$ cat src/rtl/easyaxi_rd_mst.sv
// AXI read initiator: queues read commands, issues AR in order and checks each
// in-order R beat against the expected {ID, address} pattern.
`ifndef AXI_ID_W
`define AXI_ID_W 4
`endif
`ifndef AXI_ADDR_W
`define AXI_ADDR_W 32
`endif
`ifndef AXI_LEN_W
`define AXI_LEN_W 8
`endif
`ifndef AXI_SIZE_W
`define AXI_SIZE_W 3
`endif
`ifndef AXI_BURST_W
`define AXI_BURST_W 2
`endif
`ifndef AXI_DATA_W
`define AXI_DATA_W 64
`endif
`ifndef AXI_RESP_W
`define AXI_RESP_W 2
`endif

module easyaxi_rd_mst #(
    parameter int unsigned OST_DEPTH = 4
) (
    input  logic                      clk,
    input  logic                      rst,
    input  logic                      enable,
    input  logic                      req_valid,
    output logic                      req_ready,
    input  logic [`AXI_ID_W-1:0]      req_id,
    input  logic [`AXI_ADDR_W-1:0]    req_addr,
    input  logic [`AXI_LEN_W-1:0]     req_len,
    input  logic [`AXI_SIZE_W-1:0]    req_size,
    input  logic [`AXI_BURST_W-1:0]   req_burst,
    output logic                      axi_mst_arvalid,
    input  logic                      axi_mst_arready,
    output logic [`AXI_ID_W-1:0]      axi_mst_arid,
    output logic [`AXI_ADDR_W-1:0]    axi_mst_araddr,
    output logic [`AXI_LEN_W-1:0]     axi_mst_arlen,
    output logic [`AXI_SIZE_W-1:0]    axi_mst_arsize,
    output logic [`AXI_BURST_W-1:0]   axi_mst_arburst,
    input  logic                      axi_mst_rvalid,
    output logic                      axi_mst_rready,
    input  logic [`AXI_ID_W-1:0]      axi_mst_rid,
    input  logic [`AXI_DATA_W-1:0]    axi_mst_rdata,
    input  logic [`AXI_RESP_W-1:0]    axi_mst_rresp,
    input  logic                      axi_mst_rlast,
    output logic                      cpl_valid,
    output logic [`AXI_ID_W-1:0]      cpl_id,
    output logic [`AXI_RESP_W-1:0]    cpl_resp,
    output logic                      cpl_err,
    output logic [$clog2(OST_DEPTH):0] ost_cnt
);

    localparam int unsigned PW = $clog2(OST_DEPTH);
    localparam int unsigned AW = `AXI_ADDR_W;
    localparam int unsigned IW = `AXI_ID_W;
    localparam logic [PW:0] FULL_CNT = OST_DEPTH[PW:0];

    typedef enum logic [1:0] {FREE, PEND_AR, WAIT_R} ent_state_t;

    ent_state_t               ent_state [OST_DEPTH];
    logic [`AXI_ID_W-1:0]     ent_id    [OST_DEPTH];
    logic [`AXI_ADDR_W-1:0]   ent_addr  [OST_DEPTH];
    logic [`AXI_LEN_W-1:0]    ent_len   [OST_DEPTH];
    logic [`AXI_SIZE_W-1:0]   ent_size  [OST_DEPTH];
    logic [`AXI_BURST_W-1:0]  ent_burst [OST_DEPTH];

    logic [PW-1:0]            set_ptr, ar_ptr, head_ptr;
    logic [`AXI_LEN_W-1:0]    beat_n;
    logic [`AXI_RESP_W-1:0]   resp_acc, resp_max;
    logic                     err_acc, beat_err, beat_last;
    logic                     alloc, ar_hs, r_hs;
    logic [AW-1:0]            exp_addr, bytes, step, wrap_mask, wrap_base;

    assign req_ready = enable & ~rst & (ost_cnt != FULL_CNT);
    assign alloc     = req_valid & req_ready;

    assign axi_mst_arvalid = (ent_state[ar_ptr] == PEND_AR);
    assign axi_mst_arid    = ent_id[ar_ptr];
    assign axi_mst_araddr  = ent_addr[ar_ptr];
    assign axi_mst_arlen   = ent_len[ar_ptr];
    assign axi_mst_arsize  = ent_size[ar_ptr];
    assign axi_mst_arburst = ent_burst[ar_ptr];
    assign ar_hs           = axi_mst_arvalid & axi_mst_arready;

    assign axi_mst_rready  = (ent_state[head_ptr] == WAIT_R);
    assign r_hs            = axi_mst_rvalid & axi_mst_rready;

    generate
        if (`AXI_DATA_W > AW + IW) begin : g_unused_data
            logic unused_rdata;
            assign unused_rdata = ^axi_mst_rdata[`AXI_DATA_W-1:AW+IW];
        end
    endgenerate

    // WRAP window is (len+1) << size bytes; legal WRAP lengths make it a power of 2
    always_comb begin
        bytes     = AW'(1) << ent_size[head_ptr];
        step      = AW'(beat_n) << ent_size[head_ptr];
        wrap_mask = ((AW'(ent_len[head_ptr]) + AW'(1)) << ent_size[head_ptr]) - AW'(1);
        wrap_base = ent_addr[head_ptr] & ~wrap_mask;
        exp_addr  = ent_addr[head_ptr];
        case (ent_burst[head_ptr])
            2'b00:   exp_addr = ent_addr[head_ptr];
            2'b10:   exp_addr = wrap_base + ((ent_addr[head_ptr] - wrap_base + step) & wrap_mask);
            default: exp_addr = (beat_n == '0) ? ent_addr[head_ptr]
                                : (ent_addr[head_ptr] & ~(bytes - AW'(1))) + step;
        endcase
        beat_last = (beat_n == ent_len[head_ptr]);
        beat_err  = (axi_mst_rid != ent_id[head_ptr])
                  | (axi_mst_rdata[AW-1:0] != exp_addr)
                  | (axi_mst_rdata[AW +: IW] != ent_id[head_ptr])
                  | (axi_mst_rlast != beat_last);
        resp_max  = (axi_mst_rresp > resp_acc) ? axi_mst_rresp : resp_acc;
    end

    always_ff @(posedge clk or posedge rst) begin
        if (rst) begin
            for (int unsigned i = 0; i < OST_DEPTH; i++) begin
                ent_state[i] <= FREE;
                ent_id[i]    <= '0;
                ent_addr[i]  <= '0;
                ent_len[i]   <= '0;
                ent_size[i]  <= '0;
                ent_burst[i] <= '0;
            end
            set_ptr   <= '0;
            ar_ptr    <= '0;
            head_ptr  <= '0;
            beat_n    <= '0;
            resp_acc  <= '0;
            err_acc   <= 1'b0;
            cpl_valid <= 1'b0;
            cpl_id    <= '0;
            cpl_resp  <= '0;
            cpl_err   <= 1'b0;
            ost_cnt   <= '0;
        end else begin
            cpl_valid <= 1'b0;
            if (alloc) begin
                ent_state[set_ptr] <= PEND_AR;
                ent_id[set_ptr]    <= req_id;
                ent_addr[set_ptr]  <= req_addr;
                ent_len[set_ptr]   <= req_len;
                ent_size[set_ptr]  <= req_size;
                ent_burst[set_ptr] <= req_burst;
                set_ptr            <= set_ptr + 1'b1;
            end
            if (ar_hs) begin
                ent_state[ar_ptr] <= WAIT_R;
                ar_ptr            <= ar_ptr + 1'b1;
            end
            if (r_hs) begin
                if (beat_last) begin
                    cpl_valid           <= 1'b1;
                    cpl_id              <= ent_id[head_ptr];
                    cpl_resp            <= resp_max;
                    cpl_err             <= err_acc | beat_err;
                    ent_state[head_ptr] <= FREE;
                    head_ptr            <= head_ptr + 1'b1;
                    beat_n              <= '0;
                    resp_acc            <= '0;
                    err_acc             <= 1'b0;
                end else begin
                    beat_n   <= beat_n + 1'b1;
                    resp_acc <= resp_max;
                    err_acc  <= err_acc | beat_err;
                end
            end
            case ({alloc, r_hs & beat_last})
                2'b10:   ost_cnt <= ost_cnt + 1'b1;
                2'b01:   ost_cnt <= ost_cnt - 1'b1;
                default: ost_cnt <= ost_cnt;
            endcase
        end
    end

endmodule
$ cat config.mk
export PLATFORM = sky130hd
export DESIGN_NAME = easyaxi_rd_mst
export DESIGN_NICKNAME = d
export VERILOG_FILES = /design/src/rtl/easyaxi_rd_mst.sv
export SDC_FILE = /design/constraint.sdc
export NUM_CORES = 1
export LEC_CHECK = 0
export CORE_AREA = 3 3 262 264
export DETAILED_ROUTE_END_ITERATION = 8
export DIE_AREA = 0 0 265 267
export SLEW_MARGIN = 5
export SYNTH_ARGS = -nofsm -noshare
export SYNTH_HDL_FRONTEND = slang
export SYNTH_SLANG_ARGS = --single-unit
$ cat constraint.sdc
create_clock -name clk -period 14 [get_ports clk]
set_clock_uncertainty 0.15 [all_clocks]
set_input_delay 2.8 -clock clk [delete_from_list [all_inputs] [get_ports clk]]
set_output_delay 2.8 -clock clk [all_outputs]
set_load 0.03 [all_outputs]
==> results.py, run 1 <==
metrics = {
    "synth": {
        "synthTopCellsByCount": "dfrtp_1, mux2_2, nand2_1, nor2_1, inv_1",
        "yosysWarningCount": 0,
        "synth-simple-area-share_pct": 14.4,
        "syn_area_per_cell_um2": 10.0,
        "synth-xor-area-share_pct": 4.43,
        "synthTopCellsByArea": "dfrtp_1, mux2_2, mux4_2, ha_1, nand2_1",
        "syn_inst": 1984,
        "synth_area_mm2": 0.0199,
        "synth-compound-area-share_pct": 15.6,
        "ys_ff_latch": 232,
        "synth_async_sr_flop_share_pct": 100,
        "synth-edff-count": 0,
        "ys_types": 111,
        "synth_top_area_cell": "dfrtp_1",
        "synth_top_family_by_area": "multiplexers",
        "yosys.area.top_type_share_pct": 29.2,
        "muxShareOfSynthArea_pct": 25.0,
        "synthAdderAreaFrac_pct": 6.82,
        "synth_flop_cell": "dfrtp_1",
        "synth.most_common_cell": "dfrtp_1",
        "yosysSeqAreaShare_pct": 29.2,
    },
    "clock_tree": {
        "tritoncts": "yes",
        "cts.sinks": 232,
        "clk_latency_ns": 0.54,
        "hold_buffers": 0,
        "cts.htree.levels": 1,
        "clock_path_buffers": 3,
        "post_cts_buffers": 0,
        "cts_made_buffers": 23,
        "cts-root-buf": "clkbuf_16",
        "clk_pin_slew_ns": 0.07,
        "post_cts_resized": 0,
    },
    "placement": {
        "io_buffers": 160,
        "post-dp-hpwl_mm": 51.4,
        "routabilityCongestion": 0.916,
    },
    "cells_and_area": {
        "nNetsFinal": 2311,
        "area_delta_synth_final_pct": 16.1,
        "drive_gt1_share_pct": 20.9,
    },
    "worst_setup_path": {
        "critPathCaptureType": "register",
        "reg2reg_slack_ns": 2.27,
        "cpMaxStageDelayCell": "dfrtp_4",
        "cp-start-kind": "register",
        "cp.arrival_ns": 11.94,
        "cp_max_fo": 30,
        "cpPeakStageDelay_ns": 0.79,
        "critical_path_class": "register to register",
        "required_ns": 14.21,
    },
    "route": {
        "drtIter0Drc": 1412,
        "route.detailed.drc": 0,
        "viasPerCell": 5.67,
        "num_vias": 16900,
        "drt_wl_total_mm": 67.9,
        "wl_per_cell_um": 22.8,
        "drtPass1Iterations": 5,
        "ant_nets": 0,
    },
    "sta": {
        "tightest_slew_ns": 1.11,
        "hold_viol": 0,
        "max_freq_mhz": 85.3,
        "fin_crit_sh_pct": 83.8,
        "tns_ns": 0,
        "fin_crit_ns": 11.73,
        "rsz0062_at_grt": "no",
        "finalSetupViolCount": 0,
        "report.final.slew_viol_count": 0,
        "slew_headroom_pct": 25.7,
    },
    "floorplanning": {
        "die_w_um": 265,
        "dieArea_mm2": 0.0708,
        "row_count": 95,
        "io_pins": 189,
        "start_util_pct": 29.7,
        "core_mm2": 0.0668,
        "die_h_um": 267,
    },
    "job": {
        "cap_violations": 0,
    },
    "grt": {
        "grt_start_max_net_pins": 84,
        "antenna_found_initial": 5,
        "grt_pass1_vias": 16800,
        "grt_pass1_wl_mm": 103,
        "overflow": 0,
        "grt_usage_pct": 18.6,
    },
    "worst_hold_path": {
        "hp-class": "register to register",
    },
    "status": {
        "status": "finished clean",
    },
}
-- flip-flops by register name (all words and copies together) (netlist names) --
name / cells
ent_addr: 128
ent_len: 32
ent_id: 16
ent_size: 12
beat_n: 8
ent_burst: 8
ent_state: 8
cpl_id: 4
ost_cnt: 3
ar_ptr: 2
cpl_resp: 2
head_ptr: 2
resp_acc: 2
set_ptr: 2
cpl_err: 1
cpl_valid: 1
err_acc: 1
-- placed cells by master (no fill, tap or decap), drive strengths merged, types with 18 or more instances in the layout --
cell / count
clkbuf: 28
a21oi: 94
mux2i: 37
ha: 81
nand2: 155
o21ai: 83
a31oi: 25
o31ai: 21
o21a: 22
clkdlybuf4s50: 160
mux4: 98
buf: 18
xnor2: 57
nand3: 47
inv: 113
and2: 32
nand2b: 21
and3: 22
nand4: 27
mux2: 211
a21o: 35
o211ai: 20
dfrtp: 232
nor2: 112
nor3: 39
xor2: 41
-- path summary, 6_finish.rpt --
check / start / end / depth (start not counted)
setup / recovery: head_ptr[0] / cpl_err / 41
hold / removal: cpl_id[1] / cpl_id[1] / 2
setup reg to reg: head_ptr[0] / cpl_err / 41
hold reg to reg: cpl_id[1] / cpl_id[1] / 2
max in group asynchronous: rst / ent_id[13] / 4
min in group asynchronous: rst / ost_cnt[1] / 2
-- metrics by stage --
step | std cells | utilization [%] | setup slack [ns] | area (µm²) | hold slack [ns]
2_1_floorplan | 1985 | - | 4.69 | 19900 | 0.324
3_3_place_gp | 2935 | 33.3 | 2.56 | 22300 | 0.315
3_5_place_dp | 2935 | 33.3 | 2.46 | 22300 | 0.317
4_1_cts | 2977 | 34.5 | 2.40 | 23100 | 0.339
5_1_grt | 2977 | 34.5 | 1.46 | 23100 | 0.362
6_report | 2978 | 34.5 | 2.27 | 23100 | 0.333
-- critical path, delay by kind of cell, from the launching register on --
kind                     cells  cell delay (ns)
flip-flops                   1             0.79
multiplexers                 1             0.78
adder cells (fa/ha/maj)      4             1.34
XOR/XNOR                     1             0.15
buffers and inverters        2             0.20
AO/OA/AOI/OAI               16             4.05
AND/OR/NAND/NOR             17             4.04
-- cells by family after synthesis --
family,after synthesis
mux,346
simple gates,547
flops,232
compound gates,448
fa+ha+maj,98
xor+xnor,99
buf+inv,212
other cells,2
-- final cells by class --
cell class / count / area [µm²]
clock inverters: 14 / 143
inverters: 111 / 424
fillers: 6769 / 43700
multi-input cells: 1541 / 13200
flip-flops and latches: 232 / 5820
diodes: 1 / 2.50
repair buffers: 178 / 1740
clock buffers: 28 / 644
well taps: 873 / 1090
-- metal layers --
layer	vias up	GRT usage, %	wire, µm	share of wire (%)
li1	7655	-	-	-
met1	8498	25.2	30000	44
met2	597	30.2	31000	46
met3	119	3.54	4790	7.1
met4	4	5.80	2090	3.1
met5	-	0	34	0.050
Power of run 1 is not shown: default switching activity piles up to over one toggle a cycle in this logic, so the estimate is an artifact.
==> run 2, diff against run 1 <==
clock period = 11.1 ns   (was 14 ns; I/O delays follow)
==> run 2 against run 1 <==
  * Register-to-register slack got worse by 1.7 ns
  * Via count rose by 1.9%
  * Sequential share of layout area fell by 0.85 points
  * Die area did not move
  * Critical path depth rose by 2
  * Flip-flop and latch count did not move
  * Fmax rose by 12%
  * Count of clock-buffer cells in the layout rose by 6
  * Worst hold slack improved by 0.0052 ns
  * Core utilization rose by 1.2 points
  * Critical path type unchanged
==> results.py, run 2 (synthesized netlist as in run 1, its figures left out) <==
metrics = {
    "status": {
        "status": "finished clean",
    },
    "cells_and_area": {
        "largest_register": "ent_addr",
        "layout_common_cells": "dfrtp_1, mux2_2, clkdlybuf4s50_1, nand2_1, buf_4",
        "largest_reg_flops": 128,
        "seq_area_mm2": 0.00582,
        "final_common_cell": "dfrtp_1",
        "drive_gt1_share_pct": 24.8,
        "nNetsFinal": 2422,
        "multi_input_area_mm2": 0.0132,
        "area_delta_synth_final_pct": 20.1,
        "largestRegisters": "ent_addr: 128 flops, ent_len: 32 flops, ent_id: 16 flops",
        "fillers": 6704,
    },
    "floorplanning": {
        "row_count": 95,
        "start_util_pct": 29.7,
        "die_w_um": 265,
        "die_h_um": 267,
        "core_mm2": 0.0668,
        "dieArea_mm2": 0.0708,
        "io_pins": 189,
    },
    "sta": {
        "report.final.slew_viol_count": 0,
        "rsz0062_at_grt": "no",
        "max_freq_mhz": 95.2,
        "fin_crit_sh_pct": 94.7,
        "hold_viol": 0,
        "tightest_slew_ns": 1.07,
        "tns_ns": 0,
        "fin_crit_ns": 10.51,
        "finalSetupViolCount": 0,
        "slew_headroom_pct": 28.7,
    },
    "clock_tree": {
        "cts_made_buffers": 23,
        "cts-root-buf": "clkbuf_16",
        "cts.htree.levels": 1,
        "clk_latency_ns": 0.52,
        "tritoncts": "yes",
        "clk_pin_slew_ns": 0.07,
        "cts.sinks": 232,
        "clock_path_buffers": 3,
    },
    "worst_setup_path": {
        "cpPeakStageDelay_ns": 0.83,
        "cpMaxStageDelayCell": "mux4_2",
        "path_buf_inv": 5,
        "required_ns": 11.33,
        "crit_family": "compound AO/OA/AOI/OAI gates",
        "critPathCaptureType": "register",
        "cp-start-kind": "register",
        "critical_path_class": "register to register",
        "cpMostUsedCell": "buf_4",
        "cp_max_fo": 24,
        "cp.arrival_ns": 10.74,
    },
    "grt": {
        "grt_usage_pct": 19.1,
        "grt_start_max_net_pins": 154,
        "antenna_found_initial": 7,
        "grt_pass1_wl_mm": 106,
        "overflow": 0,
        "grt_pass1_vias": 17500,
    },
    "route": {
        "ant_nets": 0,
        "num_vias": 17200,
        "viasPerCell": 5.56,
        "route.detailed.drc": 0,
        "drtPass1Iterations": 5,
        "drtIter0Drc": 1245,
        "drt_wl_total_mm": 68.8,
        "wl_per_cell_um": 22.3,
    },
    "worst_hold_path": {
        "hp-class": "register to register",
    },
    "placement": {
        "routabilityCongestion": 0.953,
        "io_buffers": 160,
        "post-dp-hpwl_mm": 53.2,
    },
    "job": {
        "cap_violations": 0,
    },
}
[run 2: cell count changes in the layout (fill, tap and decap cells not counted), moves of 2 or more]
cell,previous run,this run
diode_2,1,5
inv_6,3,0
buf_4,18,129
clkinv_2,5,2
clkbuf_1,0,6
bufinv_16,2,0
[run 2: layout make-up]
cell class / instances / area share [%]
Multi-Input combinational cell: 1541 / 55.5
Sequential cell: 232 / 24.4
Timing Repair Buffer: 289 / 10.8
Tap cell: 873 / 4.58
Clock buffer: 34 / 2.80
Inverter: 111 / 1.78
Clock inverter: 5 / 0.142
Antenna cell: 5 / 0.0524
[run 2: worst paths after layout]
kind	start	endpoint	slack [ns]	cells past startpoint
min	cpl_id[0]	cpl_id[0]	0.34	2
max	head_ptr[0]	cpl_err	0.59	43
max reg2reg	head_ptr[0]	cpl_err	0.59	43
min reg2reg	cpl_id[0]	cpl_id[0]	0.34	2
max in group asynchronous	rst	ent_addr[11]	6.82	3
min in group asynchronous	rst	ost_cnt[0]	2.22	2
[run 2: per-layer routing]
| layer | vias up | part of all wire [%] | GRT usage [%] |
|---|---|---|---|
| met4 | 0 | 3.2 | 6.29 |
| li1 | 7852 | - | - |
| met1 | 8681 | 44 | 25.5 |
| met3 | 97 | 7.0 | 3.68 |
| met5 | - | 0 | 0 |
| met2 | 559 | 46 | 31.1 |
[run 2: what timing repair did]
action,in CTS,in global routing
gates resized for setup,0,9
hold buffers,0,0
endpoints found under the setup margin,0,2
buffers inserted,0,2
[run 2: tightest hold or removal path, delay by kind of cell (launching register included)]
| kind | cells | cell delay [ns] |
|---|---|---|
| flip-flops | 1 | 0.35 |
| AND/OR/NAND/NOR | 2 | 0.11 |
[run 2: per-stage QoR]
| step | area, µm² | setup slack (ns) | utilization, % | hold WS (ns) | cells |
|---|---|---|---|---|---|
| finish | 23900 | 0.592 | 35.7 | 0.338 | 3090 |
| global route | 23800 | 0.00700 | 35.7 | 0.368 | 3086 |
| CTS | 23800 | 0.162 | 35.6 | 0.341 | 3083 |
| detailed placement | 23100 | 0.261 | 34.6 | 0.320 | 3044 |
| global placement | 23100 | 0.432 | 34.6 | 0.316 | 3044 |
| floorplan | 19900 | 1.94 | - | 0.324 | 1985 |
Power of run 2 is left out for the same reason.
==> run 3, diff against run 2 <==
clock period = 12.9 ns   (was 11.1 ns; I/O delays follow)
==> run 3 against run 2 <==
  * Count of clock-buffer cells in the layout shrank 1
  * Cell count shrank 3.4%
  * Highest routed layer is now met5
  * Via count shrank 2.2%
  * Core utilization shrank 1.0 points
==> results.py, run 3 (synthesized netlist as in run 1, its figures left out) <==
metrics = {
    "grt": {
        "grt_usage_pct": 18.2,
        "overflow": 0,
        "grt_start_max_net_pins": 151,
        "grt_pass1_vias": 16800,
        "grt_pass1_wl_mm": 101,
        "antenna_found_initial": 7,
    },
    "placement": {
        "post-dp-hpwl_mm": 50.5,
        "io_buffers": 160,
        "routabilityCongestion": 0.979,
    },
    "route": {
        "wl_per_cell_um": 22.2,
        "num_vias": 16800,
        "route.detailed.drc": 0,
        "ant_nets": 0,
        "drtPass1Iterations": 7,
        "viasPerCell": 5.63,
        "drt_wl_total_mm": 66.2,
        "drtIter0Drc": 1404,
    },
    "worst_setup_path": {
        "critPathCaptureType": "register",
        "cp-start-kind": "register",
        "cp.arrival_ns": 12.12,
        "required_ns": 13.11,
        "cpMostUsedCell": "nand4_1",
        "critical_path_class": "register to register",
        "cpPeakStageDelay_ns": 0.75,
        "cp_max_fo": 24,
        "cpMaxStageDelayCell": "mux4_2",
    },
    "cells_and_area": {
        "layout_common_cells": "dfrtp_1, mux2_2, clkdlybuf4s50_1, nand2_1, nor2_1",
        "drive_gt1_share_pct": 21.1,
        "area_delta_synth_final_pct": 16.7,
        "nNetsFinal": 2318,
        "largestRegisters": "ent_addr: 128 flops, ent_len: 32 flops, ent_id: 16 flops",
        "final_common_cell": "dfrtp_1",
        "largest_register": "ent_addr",
        "largest_reg_flops": 128,
    },
    "sta": {
        "slew_headroom_pct": 14.4,
        "rsz0062_at_grt": "no",
        "tns_ns": 0,
        "finalSetupViolCount": 0,
        "fin_crit_sh_pct": 92.4,
        "max_freq_mhz": 83.9,
        "report.final.slew_viol_count": 0,
        "hold_viol": 0,
        "fin_crit_ns": 11.92,
        "tightest_slew_ns": 1.25,
    },
    "clock_tree": {
        "clk_pin_slew_ns": 0.07,
        "post_cts_buffers": 0,
        "cts-root-buf": "clkbuf_16",
        "cts_made_buffers": 24,
        "post_cts_resized": 0,
        "tritoncts": "yes",
        "cts.sinks": 232,
        "cts.htree.levels": 1,
        "clock_path_buffers": 3,
        "clk_latency_ns": 0.53,
        "hold_buffers": 0,
    },
    "floorplanning": {
        "row_count": 95,
        "die_w_um": 265,
        "die_h_um": 267,
        "dieArea_mm2": 0.0708,
        "io_pins": 189,
        "start_util_pct": 29.7,
        "core_mm2": 0.0668,
    },
    "job": {
        "cap_violations": 0,
    },
    "worst_hold_path": {
        "hp-class": "register to register",
    },
    "status": {
        "status": "finished clean",
    },
}
## run 3: routing by layer
| metal | global-route usage (%) | routed length [µm] |
|---|---|---|
| met5 | 0 | 55 |
| met4 | 4.90 | 1720 |
| met2 | 30.3 | 30700 |
| met1 | 24.4 | 29100 |
| met3 | 3.34 | 4640 |
## run 3: stage by stage
| stage | instances | hold slack, ns | area (µm²) | utilization (%) | setup WS [ns] |
|---|---|---|---|---|---|
| floorplan | 1985 | 0.324 | 19900 | - | 3.74 |
| detailed placement | 2941 | 0.314 | 22300 | 33.4 | 1.34 |
| global route | 2984 | 0.357 | 23200 | 34.7 | 0.329 |
| CTS | 2984 | 0.336 | 23200 | 34.7 | 1.28 |
| global placement | 2941 | 0.310 | 22300 | 33.4 | 1.38 |
| finish | 2985 | 0.335 | 23200 | 34.7 | 0.983 |
## run 3: worst paths after layout
path | start | end | slack, ns | cells after the start
min | cpl_resp[0] | cpl_resp[0] | 0.34 | 2
min reg2reg | cpl_resp[0] | cpl_resp[0] | 0.34 | 2
max | head_ptr[0] | cpl_err | 0.98 | 41
max in group asynchronous | rst | ent_addr[123] | 8.28 | 3
max reg2reg | head_ptr[0] | cpl_err | 0.98 | 41
min in group asynchronous | rst | set_ptr[1] | 2.56 | 2
## run 3: layout make-up
cell class,count,area [µm²]
Multi-Input combinational cell,1541,13200
Antenna cell,1,2.50
Timing Repair Buffer,184,1780
Inverter,111,424
Tap cell,873,1090
Fill cell,6707,43600
Clock buffer,33,726
Sequential cell,232,5820
Clock inverter,10,140
## run 3: worst max-delay path, delay by kind of cell, from the launching register on
kind	cells	cell delay [ns]
buffers and inverters	2	0.19
xor gates and xnor gates	1	0.16
and+or+nand+nor	17	4.22
muxes	1	0.75
DFF	1	0.68
AOI/OAI and AO/OA	16	4.03
adders and majority gates	4	1.54
Power of run 3 is left out for the same reason.
==> RTL edit, RTL diff (flow settings as in run 2) <==
`AXI_ID_W`: 4 -> 3.
--- a/src/rtl/easyaxi_rd_mst.sv
+++ b/src/rtl/easyaxi_rd_mst.sv
@@ -3,3 +3,3 @@
 `ifndef AXI_ID_W
-`define AXI_ID_W 4
+`define AXI_ID_W 3
 `endif
Interface: changed (resized axi_mst_arid, axi_mst_rid, cpl_id and req_id); port bits go from 189 to 185. The function was not compared with the original's and may differ.
==> RTL edit against run 2 <==
Sequential cell count down 5; first-iteration DRC count rose by 17%; wire length decreased by 7.0%; synthesized area down 2.2%; worst setup slack lost 77 ps; via count decreased by 4.7%; design area down 3.9%; critical path depth is 6 lower; largest cell class unchanged; highest routed layer is now met5.
Power is not shown: default switching activity piles up to over one toggle a cycle in this logic, so the estimate is an artifact.
==> RTL edit: results (changes against run 2) <==
outcome completed (unchanged); WL final 64,000 um (was 68,800 um); area occupied by multi-input gates 12,900 um2 (was 13,200 um2); largest net degree at the start of global routing 142 (was 154); number of global-route vias before repair 16,629 (was 17,515); Synth top cells by count 227 x dfrtp_1, 215 x mux2_2, 124 x nand2_1 (was 232 x dfrtp_1, 210 x mux2_2, 154 x nand2_1); hold_sp ost_cnt[0] (was cpl_id[0]); synth warn 0 (unchanged); Mapped Cells 1,937 (was 1,984); buffering overhead 8.52% (was 10.8%); main area contributors after synthesis dfrtp_1 29%, mux2_2 12%, mux4_2 11% (unchanged); WHS Endpoint ost_cnt[0] (was cpl_id[0]); RR Endpoint cpl_err (unchanged); placed inst area 22,000 um2 (was 23,100 um2); GRT Total Usage 17.6% (was 19.1%); final hold slack 348 ps (was 338 ps); Synth cell types 96 (was 111); drt pass-1 iters 7 (was 5); initial antenna violation count 3 (was 7); global-route wire length before repair 98,100 um (was 106,000 um); grt met2 use 29.7% (was 31.1%); FFs w/ async S/R, synth 100% (unchanged); metal3 WL 3710 um (was 4850 um); nets 2,292 (was 2,422); routed vias 16,386 (was 17,189); Final clock-cell share 3.33% (was 2.94%); met1 WL 28,100 um (was 30,100 um); initial drt markers 1,462 (was 1,245); per-cell routed wire length 21.6 um (was 22.3 um); IO Port Bufs 155 (was 160); met3 usage 2.52% (was 3.68%); maximum clock insertion buffer count 3 (unchanged); Reg2Reg Setup Slack 510 ps (was 590 ps); Non-clock buffers 207 (was 289); Placer Congestion 0.952 (was 0.953); placed insts 2,910 (was 3,044); clock buffer count 30 (was 34); fill count 6,703 (was 6,704); CTS sink count 227 (was 232); crit path DAT 10,840 ps (was 10,740 ps); uppermost routed layer met5 (was met4); Reg2Reg Depth 37 (was 43); DP Wirelength 48,700 um (was 53,200 um); Non-clk invs 124 (was 111); share of cells above drive strength 1 21.9% (was 24.8%); Hold Path Class flip-flop to flip-flop (unchanged); grt met1 use 23.5% (was 25.5%); met2 WL post-DR 30,500 um (was 31,700 um); number of diodes 2 (was 5); Worst Hold Depth 1 (was 2); Setup WS pre-CTS 168 ps (was 261 ps); Slew headroom 21.3% (was 28.7%); Root Driver clkbuf_16 (unchanged); biggest regs ent_addr (128), ent_len (32) (was ent_addr (128), ent_len (32), ent_id (16)); CP peak stage delay 630 ps (was 830 ps); Layout Area Growth over Synthesis 18.0% (was 20.1%); sequential share of the synthesized area 29.2% (about the same); Seq area share 24.8% (was 24.4%); count of multi-input gates 1,487 (was 1,541); crit path max fanout 9 (was 24)
==> RTL edit: worst max-delay path by stage <==
stage | to | slack, ps
floorplan | cpl_err | 2050
global placement | cpl_err | 310
detailed placement | cpl_err | 170
CTS | cpl_err | 100
global route | cpl_err | 8
finish | cpl_err | 510
==> RTL edit: logic make-up after synthesis <==
kind of cell / count (synthesis) / synth area share [%]
other cells: 2 / 0.0387
compound gates: 416 / 14.9
fa+ha+maj: 98 / 6.97
mux: 357 / 26.0
xor+xnor: 87 / 4.06
flops: 227 / 29.2
simple gates: 525 / 14.0
buf+inv: 225 / 4.77
==> RTL edit: what timing repair did <==
item | CTS | global route
resized for setup | 0 | 19
hold endpoints to repair | 0 | 0
endpoints found under the setup margin | 0 | 2
buffers inserted | 0 | 7
==> RTL edit: worst max-delay path: cells and delay by family (launching register included) <==
kind	cells	cell delay, ps
DFF	1	500
buffers and inverters	5	840
adders and majority gates	3	1180
AOI/OAI and AO/OA	11	3280
muxes	2	780
and+or+nand+nor	16	3700
